<file path="config.mk">
export PLATFORM = sky130hd
export DESIGN_NAME = dot_product_mac
export DESIGN_NICKNAME = d
export VERILOG_FILES = /design/src/rtl/dot_product_mac_pkg.sv /design/src/rtl/dot_product_datapath.sv /design/src/rtl/dot_product_mac.sv
export SDC_FILE = /design/constraint.sdc
export NUM_CORES = 1
export LEC_CHECK = 0
export ABC_AREA = 1
export ABC_CLOCK_PERIOD_IN_PS = 7850
export CAP_MARGIN = 20
export CORE_MARGIN = 1.5
export CORE_UTILIZATION = 40
export CTS_BUF_LIST = sky130_fd_sc_hd__clkbuf_4
export CTS_CLUSTER_SIZE = 24
export DETAILED_ROUTE_END_ITERATION = 16
export PLACE_DENSITY = 0.66
export SYNTH_ARGS = -nofsm -noshare
export SYNTH_HDL_FRONTEND = slang
export SYNTH_SLANG_ARGS = --single-unit
</file>
<file path="constraint.sdc">
create_clock -name CLK -period 7.85 [get_ports CLK]
set_clock_uncertainty 0.05 [all_clocks]
set_input_delay 1.57 -clock CLK [delete_from_list [all_inputs] [get_ports CLK]]
set_output_delay 1.57 -clock CLK [all_outputs]
set_load 0.01 [all_outputs]
</file>
<file path="src/rtl/dot_product_mac_pkg.sv">
// Shared definitions for the 4x4 matrix multiplier dot-product engine.
// Holds the controller state encoding, default widths and the saturation
// limit helpers used by the datapath range check.
package dot_product_mac_pkg;

  typedef enum logic [1:0] {
    StIdle,
    StMac,
    StDone,
    StErr
  } state_e;

  localparam int unsigned DefaultW    = 16;
  localparam int unsigned DefaultFrac = 8;
  localparam int unsigned NumTerms    = 4;

  // k value at which all four terms are in the accumulator and the result is checked.
  localparam int unsigned KLast = NumTerms;

  // Largest positive value representable in a w-bit two's complement word.
  function automatic longint sat_hi(input int unsigned w);
    return (longint'(1) <<< (w - 1)) - longint'(1);
  endfunction

  // Most negative value representable in a w-bit two's complement word.
  function automatic longint sat_lo(input int unsigned w);
    return -(longint'(1) <<< (w - 1));
  endfunction

endpackage

</file>
<file path="src/rtl/dot_product_datapath.sv">
// Datapath for the dot-product engine: operand registers, k-indexed operand
// mux, single shared multiplier, 2W+2 accumulator and shift/saturate stage.
// Ports:
//   i_clk, i_rst_n        clock, asynchronous active-low reset
//   i_clr                 synchronous clear of all registers (wins over others)
//   i_load                latch operands and zero the accumulator
//   i_acc                 accumulate A[i_k]*B[i_k]
//   i_finish              capture the saturated result
//   i_k                   term index for the operand mux
//   i_fila, i_columna     row of A / column of B, element k at [k*W +: W]
//   o_result              registered, saturated result
//   o_ovf                 combinational range flag for the current accumulator
module dot_product_datapath
  import dot_product_mac_pkg::*;
#(
  parameter int unsigned W    = DefaultW,
  parameter int unsigned FRAC = DefaultFrac
) (
  input  logic                i_clk,
  input  logic                i_rst_n,
  input  logic                i_clr,
  input  logic                i_load,
  input  logic                i_acc,
  input  logic                i_finish,
  input  logic [1:0]          i_k,
  input  logic [4*W-1:0]      i_fila,
  input  logic [4*W-1:0]      i_columna,
  output logic signed [W-1:0] o_result,
  output logic                o_ovf
);

  localparam int unsigned AccW = 2 * W + 2;

  localparam logic signed [AccW-1:0] SatHi = AccW'(sat_hi(W));
  localparam logic signed [AccW-1:0] SatLo = AccW'(sat_lo(W));
  localparam logic signed [W-1:0]    ResHi = W'(sat_hi(W));
  localparam logic signed [W-1:0]    ResLo = W'(sat_lo(W));

  logic [4*W-1:0]         r_fila;
  logic [4*W-1:0]         r_columna;
  logic signed [AccW-1:0] r_acc;
  logic signed [W-1:0]    r_result;

  logic signed [W-1:0]    w_a;
  logic signed [W-1:0]    w_b;
  logic signed [2*W-1:0]  w_prod;
  logic signed [AccW-1:0] w_prod_ext;
  logic signed [AccW-1:0] w_shift;
  logic signed [W-1:0]    w_sat;
  logic                   w_ovf;

  assign w_a        = r_fila[W*i_k +: W];
  assign w_b        = r_columna[W*i_k +: W];
  assign w_prod     = w_a * w_b;
  assign w_prod_ext = AccW'(w_prod);
  // Arithmetic shift: truncation toward minus infinity.
  assign w_shift    = r_acc >>> FRAC;

  always_comb begin
    w_ovf = 1'b0;
    w_sat = W'(w_shift);
    if (w_shift > SatHi) begin
      w_ovf = 1'b1;
      w_sat = ResHi;
    end else if (w_shift < SatLo) begin
      w_ovf = 1'b1;
      w_sat = ResLo;
    end
  end

  always_ff @(posedge i_clk or negedge i_rst_n) begin
    if (!i_rst_n) begin
      r_fila    <= '0;
      r_columna <= '0;
      r_acc     <= '0;
      r_result  <= '0;
    end else if (i_clr) begin
      r_fila    <= '0;
      r_columna <= '0;
      r_acc     <= '0;
      r_result  <= '0;
    end else begin
      if (i_load) begin
        r_fila    <= i_fila;
        r_columna <= i_columna;
        r_acc     <= '0;
      end else if (i_acc) begin
        r_acc <= r_acc + w_prod_ext;
      end
      if (i_finish) begin
        r_result <= w_sat;
      end
    end
  end

  assign o_result = r_result;
  assign o_ovf    = w_ovf;

endmodule

</file>
<file path="src/rtl/dot_product_mac.sv">
// Sequential signed fixed-point dot-product engine: computes
// sum_k A[k]*B[k] for k = 0..3 with one shared multiplier, then shifts by
// FRAC and saturates to W bits.
// Ports:
//   CLK, MasterReset_n   clock, asynchronous active-low reset
//   ResetCalculo         synchronous clear back to idle (ignores enable)
//   EnableCalculo        clock enable for all state
//   StartCalculo         start request, honoured only in idle
//   FilaA, ColumnaB      operand vectors, element k at [k*W +: W]
//   Resultado            saturated result
//   Listo                result valid (level)
//   Error                overflow/underflow occurred (level)
module dot_product_mac
  import dot_product_mac_pkg::*;
#(
  parameter int unsigned W    = DefaultW,
  parameter int unsigned FRAC = DefaultFrac
) (
  input  logic                CLK,
  input  logic                MasterReset_n,
  input  logic                ResetCalculo,
  input  logic                EnableCalculo,
  input  logic                StartCalculo,
  input  logic [4*W-1:0]      FilaA,
  input  logic [4*W-1:0]      ColumnaB,
  output logic signed [W-1:0] Resultado,
  output logic                Listo,
  output logic                Error
);

  state_e     r_state;
  state_e     w_state_d;
  logic [2:0] r_k;
  logic [2:0] w_k_d;
  logic       w_load;
  logic       w_acc;
  logic       w_finish;
  logic       w_ovf;

  always_comb begin
    w_state_d = r_state;
    w_k_d     = r_k;
    w_load    = 1'b0;
    w_acc     = 1'b0;
    w_finish  = 1'b0;
    if (ResetCalculo) begin
      w_state_d = StIdle;
      w_k_d     = '0;
    end else if (EnableCalculo) begin
      unique case (r_state)
        StIdle: begin
          if (StartCalculo) begin
            w_load    = 1'b1;
            w_k_d     = '0;
            w_state_d = StMac;
          end
        end
        StMac: begin
          // One extra MAC cycle after the last term registers the checked result.
          if (r_k == 3'(KLast)) begin
            w_finish  = 1'b1;
            w_k_d     = '0;
            w_state_d = w_ovf ? StErr : StDone;
          end else begin
            w_acc = 1'b1;
            w_k_d = r_k + 3'd1;
          end
        end
        StDone, StErr: begin
          w_state_d = r_state;
        end
        default: begin
          w_state_d = StIdle;
        end
      endcase
    end
  end

  always_ff @(posedge CLK or negedge MasterReset_n) begin
    if (!MasterReset_n) begin
      r_state <= StIdle;
      r_k     <= '0;
    end else begin
      r_state <= w_state_d;
      r_k     <= w_k_d;
    end
  end

  dot_product_datapath #(
    .W   (W),
    .FRAC(FRAC)
  ) u_datapath (
    .i_clk    (CLK),
    .i_rst_n  (MasterReset_n),
    .i_clr    (ResetCalculo),
    .i_load   (w_load),
    .i_acc    (w_acc),
    .i_finish (w_finish),
    .i_k      (r_k[1:0]),
    .i_fila   (FilaA),
    .i_columna(ColumnaB),
    .o_result (Resultado),
    .o_ovf    (w_ovf)
  );

  // Mutually exclusive by construction: decoded from a single state register.
  assign Listo = (r_state == StDone);
  assign Error = (r_state == StErr);

endmodule

</file>
== Word level (Yosys, flattened, before mapping) ==
Index checks and enable logic that the tools add are counted.
Widths: inputs -> output; s select.

* $add $sub $neg: 2
* Multipliers: 1
* Magnitude comparators: 2
* Equality and inequality tests: 7
* Shift-type cells: 2
* Mux-type cells: 36
* Reduce and logical (&&, ||, !) cells: 9

{| class="wikitable"
|+ Operator list
! kind !! number
|-
| $mux 64 || 4
|-
| $shiftx 64x7->16 || 2
|-
| $mux 34 || 3
|-
| $mux 16 || 4
|-
| $add 34x32->34 || 1
|-
| $mul 16x16->32 || 1
|-
| $gt 26x16->1 const B || 1
|-
| $lt 26x16->1 const B || 1
|-
| $mux 1 || 15
|-
| $mux 3 || 4
|-
| $mux 2 || 4
|-
| $ne 3x3->1 const B || 2
|-
| $pmux 3 s2 || 1
|-
| $reduce_bool 2->1 || 3
|-
| $reduce_bool 3->1 || 2
|-
| $eq 2x2->1 const B || 2
|-
| $pmux 2 s2 || 1
|-
| $reduce_and 4->1 || 1
|-
| $add 3x1->3 const B || 1
|-
| $eq 3x3->1 const B || 1
|-
| $reduce_and 3->1 || 1
|-
| $eq 2x1->1 const B || 1
|-
| $logic_not 2->1 || 1
|-
| $ne 2x2->1 const B || 1
|-
| $reduce_or 2->1 || 1
|}

* Register bits: 183
* Bits of input ports: 133
* Word-level logic and storage cells: 65

== Depth between registers and ports, before layout ==
* Depth after elaboration: 8
* Gate-level depth with buffers: 32
* Mapped depth without buffers: 31

== Hierarchy ==
Synthesis repeated with hierarchy kept, for this count alone.

* Cell total of the unflattened synthesis: 2478
* Area total of the unflattened synthesis: 20226.9 um^2

{| class="wikitable"
|+ By module, submodules not included
! module !! instances !! cells an instance !! area each (um^2)
|-
| dot_product_datapath || 1 || 2424 || 19841.5
|-
| dot_product_mac || 1 || 54 || 385.4
|}

== Least setup slack after synthesis ==
OpenSTA, ideal clock, no wires.

* Kind: reg-to-reg
* Start: register r_k[0]
* End: register u_datapath.r_acc[33]
* Library setup time: 0.117 ns
* Data arrival time: 6.083 ns
* Data required time: 7.683 ns
* Slack: 1.599 ns
* Stages on the path, launching flop included: 29
* Path buffers: 2
* Cell sequence: dfrtp_1 buf_6 buf_6 nor2_1 inv_1 a32oi_1 inv_2 nor2_1 inv_1 fa_1 inv_1 fa_1 inv_1 fa_1 inv_1 fa_1 inv_1 fa_1 fa_1 inv_1 ha_1 a21oi_1 o21ai_0 a21oi_1 nand2_1 a21oi_1 nand3_1 nand3_1 nand2_1

* Longest elaborated chain between the ends: 6
* Elaborated cells between the ends (all ways): 13
* Classes of those cells: add/sub (1); mul (1); eq/ne (1); shift (2); mux (7); reduce/logical (1)

{| class="wikitable"
|+ RTL lines
! item !! RTL line !! source
|-
| start, declared || dot_product_mac.sv:33 || <nowiki>logic [2:0] r_k;</nowiki>
|-
| start signal, assigned || dot_product_mac.sv:85 || <nowiki>r_k <= w_k_d;</nowiki>
|-
| $shiftx 64x7->16 (tied with other cells) || dot_product_datapath.sv:52 || <nowiki>assign w_a = r_fila[W*i_k +: W];</nowiki>
|-
| $mul 16x16->32 / $mux 1 (equally long branches) || dot_product_datapath.sv:54, dot_product_mac.sv:60 ||
|-
| $add 34x32->34 / $mux 1 (equally long branches) || dot_product_datapath.sv:88, dot_product_mac.sv:50 ||
|-
| $mux 34 / $mux 1 (equally long branches) || dot_product_datapath.sv:87, dot_product_mac.sv:49 ||
|-
| $mux 34 / $mux 1 (equally long branches) || dot_product_datapath.sv:83, dot_product_mac.sv:46 ||
|-
| $mux 34 / $reduce_bool 3->1 (equally long branches) || n/a ||
|-
| end signal, assigned || dot_product_datapath.sv:88 || <nowiki>r_acc <= r_acc + w_prod_ext;</nowiki>
|-
| end, declared || dot_product_datapath.sv:41 || <nowiki>logic signed [AccW-1:0] r_acc;</nowiki>
|}

Parallel ways exist; a longest one is shown, timed or not. The select of a mux whose other input is x is not followed.
A chain may end at the register's enable or synchronous reset.

== Final worst setup path ==
* Start: register r_k[0]
* End: register u_datapath.r_acc[29]

The elaborated chain is that of the path after synthesis.

==> impl_summary.txt <==
----------------------------------------------------
[Status]
  Result of the run ... completed

[Logic synthesis]
  Synth Register Bits ... 183
  Synth Net Count ... 2,996
  Area fraction of the dominant cell type after synthesis ... 30.2%
  Commonest cells in the synthesized netlist ... sky130_fd_sc_hd__nand2_1, sky130_fd_sc_hd__inv_1, sky130_fd_sc_hd__fa_1
  Library cell with the highest instance count after synthesis ... sky130_fd_sc_hd__nand2_1
  Number of synthesized flops with an enable pin ... 0
  Distinct cell type count after synthesis ... 41
  Cells taking the most area after synthesis ... sky130_fd_sc_hd__fa_1, sky130_fd_sc_hd__dfrtp_1, sky130_fd_sc_hd__nand2_1, sky130_fd_sc_hd__inv_1, sky130_fd_sc_hd__ha_1
  Synth Instances ... 2,454
  Share of the yosys chip area belonging to registers ... 22.6%
  Mapped cell area ... 20,200 um^2
  Largest area contributor in the netlist ... sky130_fd_sc_hd__fa_1
  Share of flip-flops with an asynchronous set or reset after synthesis ... 100%
  Flip-flop cell with the highest count after synthesis ... sky130_fd_sc_hd__dfrtp_1
  Mean Syn Cell Area ... 8.24 um^2
  Number of warning messages in the yosys log ... 0

[Finish]
  Fin cells ... 3,250
  Post-layout util ... 45.2%
  Proportion of layout cells with a drive suffix above 1 ... 5.10%
  Final layout net count ... 3,100
  Area growth from synthesis to layout ... 11.8%
  Count of filler cells inserted in the layout ... 5,041

[CTS]
  Insertion delay to the later sink of the worst-skew pair ... 0.82 ns
  Number of hold buffers added after cts ... 0
  Post-CTS Resized ... 0
  Clock Path Buffers ... 2
  Number of setup buffers added after CTS ... 0
  Cts bufs inserted ... 17
  Cell chosen for the clock root ... sky130_fd_sc_hd__clkbuf_4
  Clk sinks ... 183
  Total number of H-tree levels ... 4
  TritonCTS clock tree ... done
  Clock slew at reported path FFs ... 0.18 ns

[Floorplanning]
  IO Pins ... 151
  Overall die width ... 228 um
  Placeable core region ... 50,100 um^2
  Starting density of the core ... 40.4%
  # rows ... 82
  Vertical extent of the die ... 228 um
  Overall die area ... 51,900 um^2

[Placed design]
  Detailed placer's ending HPWL ... 46,600 um
  Number of port buffers ... 150
  Number of placed instances, taps included ... 3,211
  Final GP Congestion ... 0.944

[Critical path]
  Worst r2r dst ... u_datapath.r_acc[29]
  CP endpoint kind ... flop
  Nature of the critical path startpoint ... flop
  Data arrival time of the critical path ... 8.01 ns
  Required time at the endpoint of the critical path ... 8.52 ns
  Critical register-to-register path startpoint ... r_k[0]
  Worst R2R Path Depth ... 27
  Setup crit start ... r_k[0]
  Cell at the slowest stage of the critical path ... sky130_fd_sc_hd__fa_1
  Setup slack of the most critical reg-to-reg path ... 0.51 ns
  Slowest Stage Delay on Critical Path ... 0.72 ns
  Capture point of the worst path ... u_datapath.r_acc[29]
  Crit Path Class ... reg2reg
  Worst-path maximum fanout ... 26

[Detailed routing]
  Drt wl/cell ... 17.7 um
  Violation count after the first detailed-route iteration ... 1,315
  Drt drc ... 0
  Total via count in the routed design ... 16,459
  Final wirelength ... 57,400 um
  Detailed Routing Iterations Pass 1 ... 6
  Post-route antenna net violation count ... 0
  Vias per std cell ... 5.06

[GRT]
  Vias in the first global route ... 17,885
  Total Routing Usage GR ... 23.4%
  Antenna violations before repair ... 2
  First-pass GRT wire length ... 94,900 um
  Maximum number of pins on one net before global-route repair ... 126
  Congestion Overflow GR ... 0

[Timing]
  Final hold violation count ... 0
  Final critical-path share of the clock period ... 93.4%
  Final critical path time including I/O delays and setup ... 7.34 ns
  Max-slew violation total from the final report ... 0
  RSZ-0062 raised after global routing ... no
  Finish-stage setup viols ... 0
  Total negative slack for setup checks ... 0 ns
  Worst Max-Slew Pin Slew ... 1.01 ns
  Achievable clock frequency ... 136 MHz
  Rel. slew slack ... 33.0%

[Min path]
  Worst hold-check path type ... reg2reg

[Flow run]
  Number of max-capacitance violations reported ... 0

----------------------------------------------------
[cells by family after synthesis]
family / synth area share, %
AND/OR/NAND/NOR: 18.6
buffers and inverters: 12.1
adder cells (fa/ha/maj): 36.6
AO/OA/AOI/OAI: 9.82
flip-flops: 22.6
XOR/XNOR: 0.216
[layout make-up]
| class | instances | area, um^2 | share of cell area [%] |
|---|---|---|---|
| multi-input combinational | 1669 | 13200 | 58.4 |
| sequential | 183 | 4580 | 20.3 |
| inverter | 508 | 1910 | 8.44 |
| timing repair buffer | 179 | 1750 | 7.73 |
| tap | 672 | 841 | 3.72 |
| clock inverter | 14 | 171 | 0.758 |
| clock buffer | 18 | 135 | 0.598 |
| antenna | 7 | 17.5 | 0.0775 |
[per-layer routing]
layer | routed length (um) | global-route usage (%)
met2 | 28600 | 40.9
met5 | 0 | 0
met4 | 1780 | 8.13
met1 | 23900 | 28.9
met3 | 3110 | 4.31
[how the worst min path moves through the flow]
| stage | start | slack, ns | depth (start not counted) | endpoint |
|---|---|---|---|---|
| 2_1_floorplan | u_datapath.r_fila[20] | 0.40 | 2 | u_datapath.r_fila[20] |
| 3_3_place_gp | u_datapath.r_fila[49] | 0.42 | 2 | u_datapath.r_fila[49] |
| 3_5_place_dp | u_datapath.r_fila[50] | 0.42 | 2 | u_datapath.r_fila[50] |
| 4_1_cts | u_datapath.r_fila[20] | 0.46 | 2 | u_datapath.r_fila[20] |
| 5_1_grt | u_datapath.r_fila[48] | 0.49 | 2 | u_datapath.r_fila[48] |
| 6_report | u_datapath.r_fila[35] | 0.46 | 2 | u_datapath.r_fila[35] |
[metrics by stage]
| step | instance area, um^2 | hold slack [ns] | worst slack [ns] |
|---|---|---|---|
| finish | 22600 | 0.455 | 0.515 |
| global route | 22600 | 0.489 | 0.106 |
| CTS | 22600 | 0.459 | 0.537 |
| detailed placement | 22300 | 0.424 | 0.520 |
| global placement | 22300 | 0.418 | 0.570 |
| floorplan | 20200 | 0.403 | 1.60 |
[cell usage in the layout (no fill, tap or decap), types with 5 or more instances in the layout]
master                            netlist  final
sky130_fd_sc_hd__nand4_1               11     11
sky130_fd_sc_hd__nand2_2                6      5
sky130_fd_sc_hd__a32oi_1                7      7
sky130_fd_sc_hd__o21ai_1               18     18
sky130_fd_sc_hd__fa_1                 305    305
sky130_fd_sc_hd__nor2_1               242    241
sky130_fd_sc_hd__a22o_1                 5      5
sky130_fd_sc_hd__ha_1                 104    104
sky130_fd_sc_hd__a32oi_4                6      6
sky130_fd_sc_hd__inv_2                 30     30
sky130_fd_sc_hd__diode_2                0      7
sky130_fd_sc_hd__dfrtp_1              183    182
sky130_fd_sc_hd__buf_4                 21     27
sky130_fd_sc_hd__clkbuf_4               0     18
sky130_fd_sc_hd__inv_8                  0      5
sky130_fd_sc_hd__o21ai_0              168    168
sky130_fd_sc_hd__a21oi_1               76     76
sky130_fd_sc_hd__nor3_1                 6      6
sky130_fd_sc_hd__clkdlybuf4s50_1        0    149
sky130_fd_sc_hd__nand3_1              100    100
sky130_fd_sc_hd__inv_1                478    477
sky130_fd_sc_hd__nand2_1              561    561
sky130_fd_sc_hd__o21bai_1               5      5
sky130_fd_sc_hd__a32oi_2               17     17
[flip-flops by register name (all words and copies together), names as in the netlist]
| name | flops |
|---|---|
| u_datapath.r_columna | 64 |
| u_datapath.r_fila | 64 |
| u_datapath.r_acc | 34 |
| u_datapath.o_result | 16 |
| r_k | 3 |
| r_state | 2 |
[critical path, delay by kind of cell, from the launching register on]
kind | cells | cell delay (ns)
buffers and inverters | 8 | 1.41
adders and majority gates | 7 | 3.57
DFF | 1 | 0.46
AOI/OAI and AO/OA | 2 | 0.25
and+or+nand+nor | 10 | 1.48
Power is left out: the tool's default activity adds up to more than one toggle a clock period on the data nets, which glitch-free logic cannot reach.
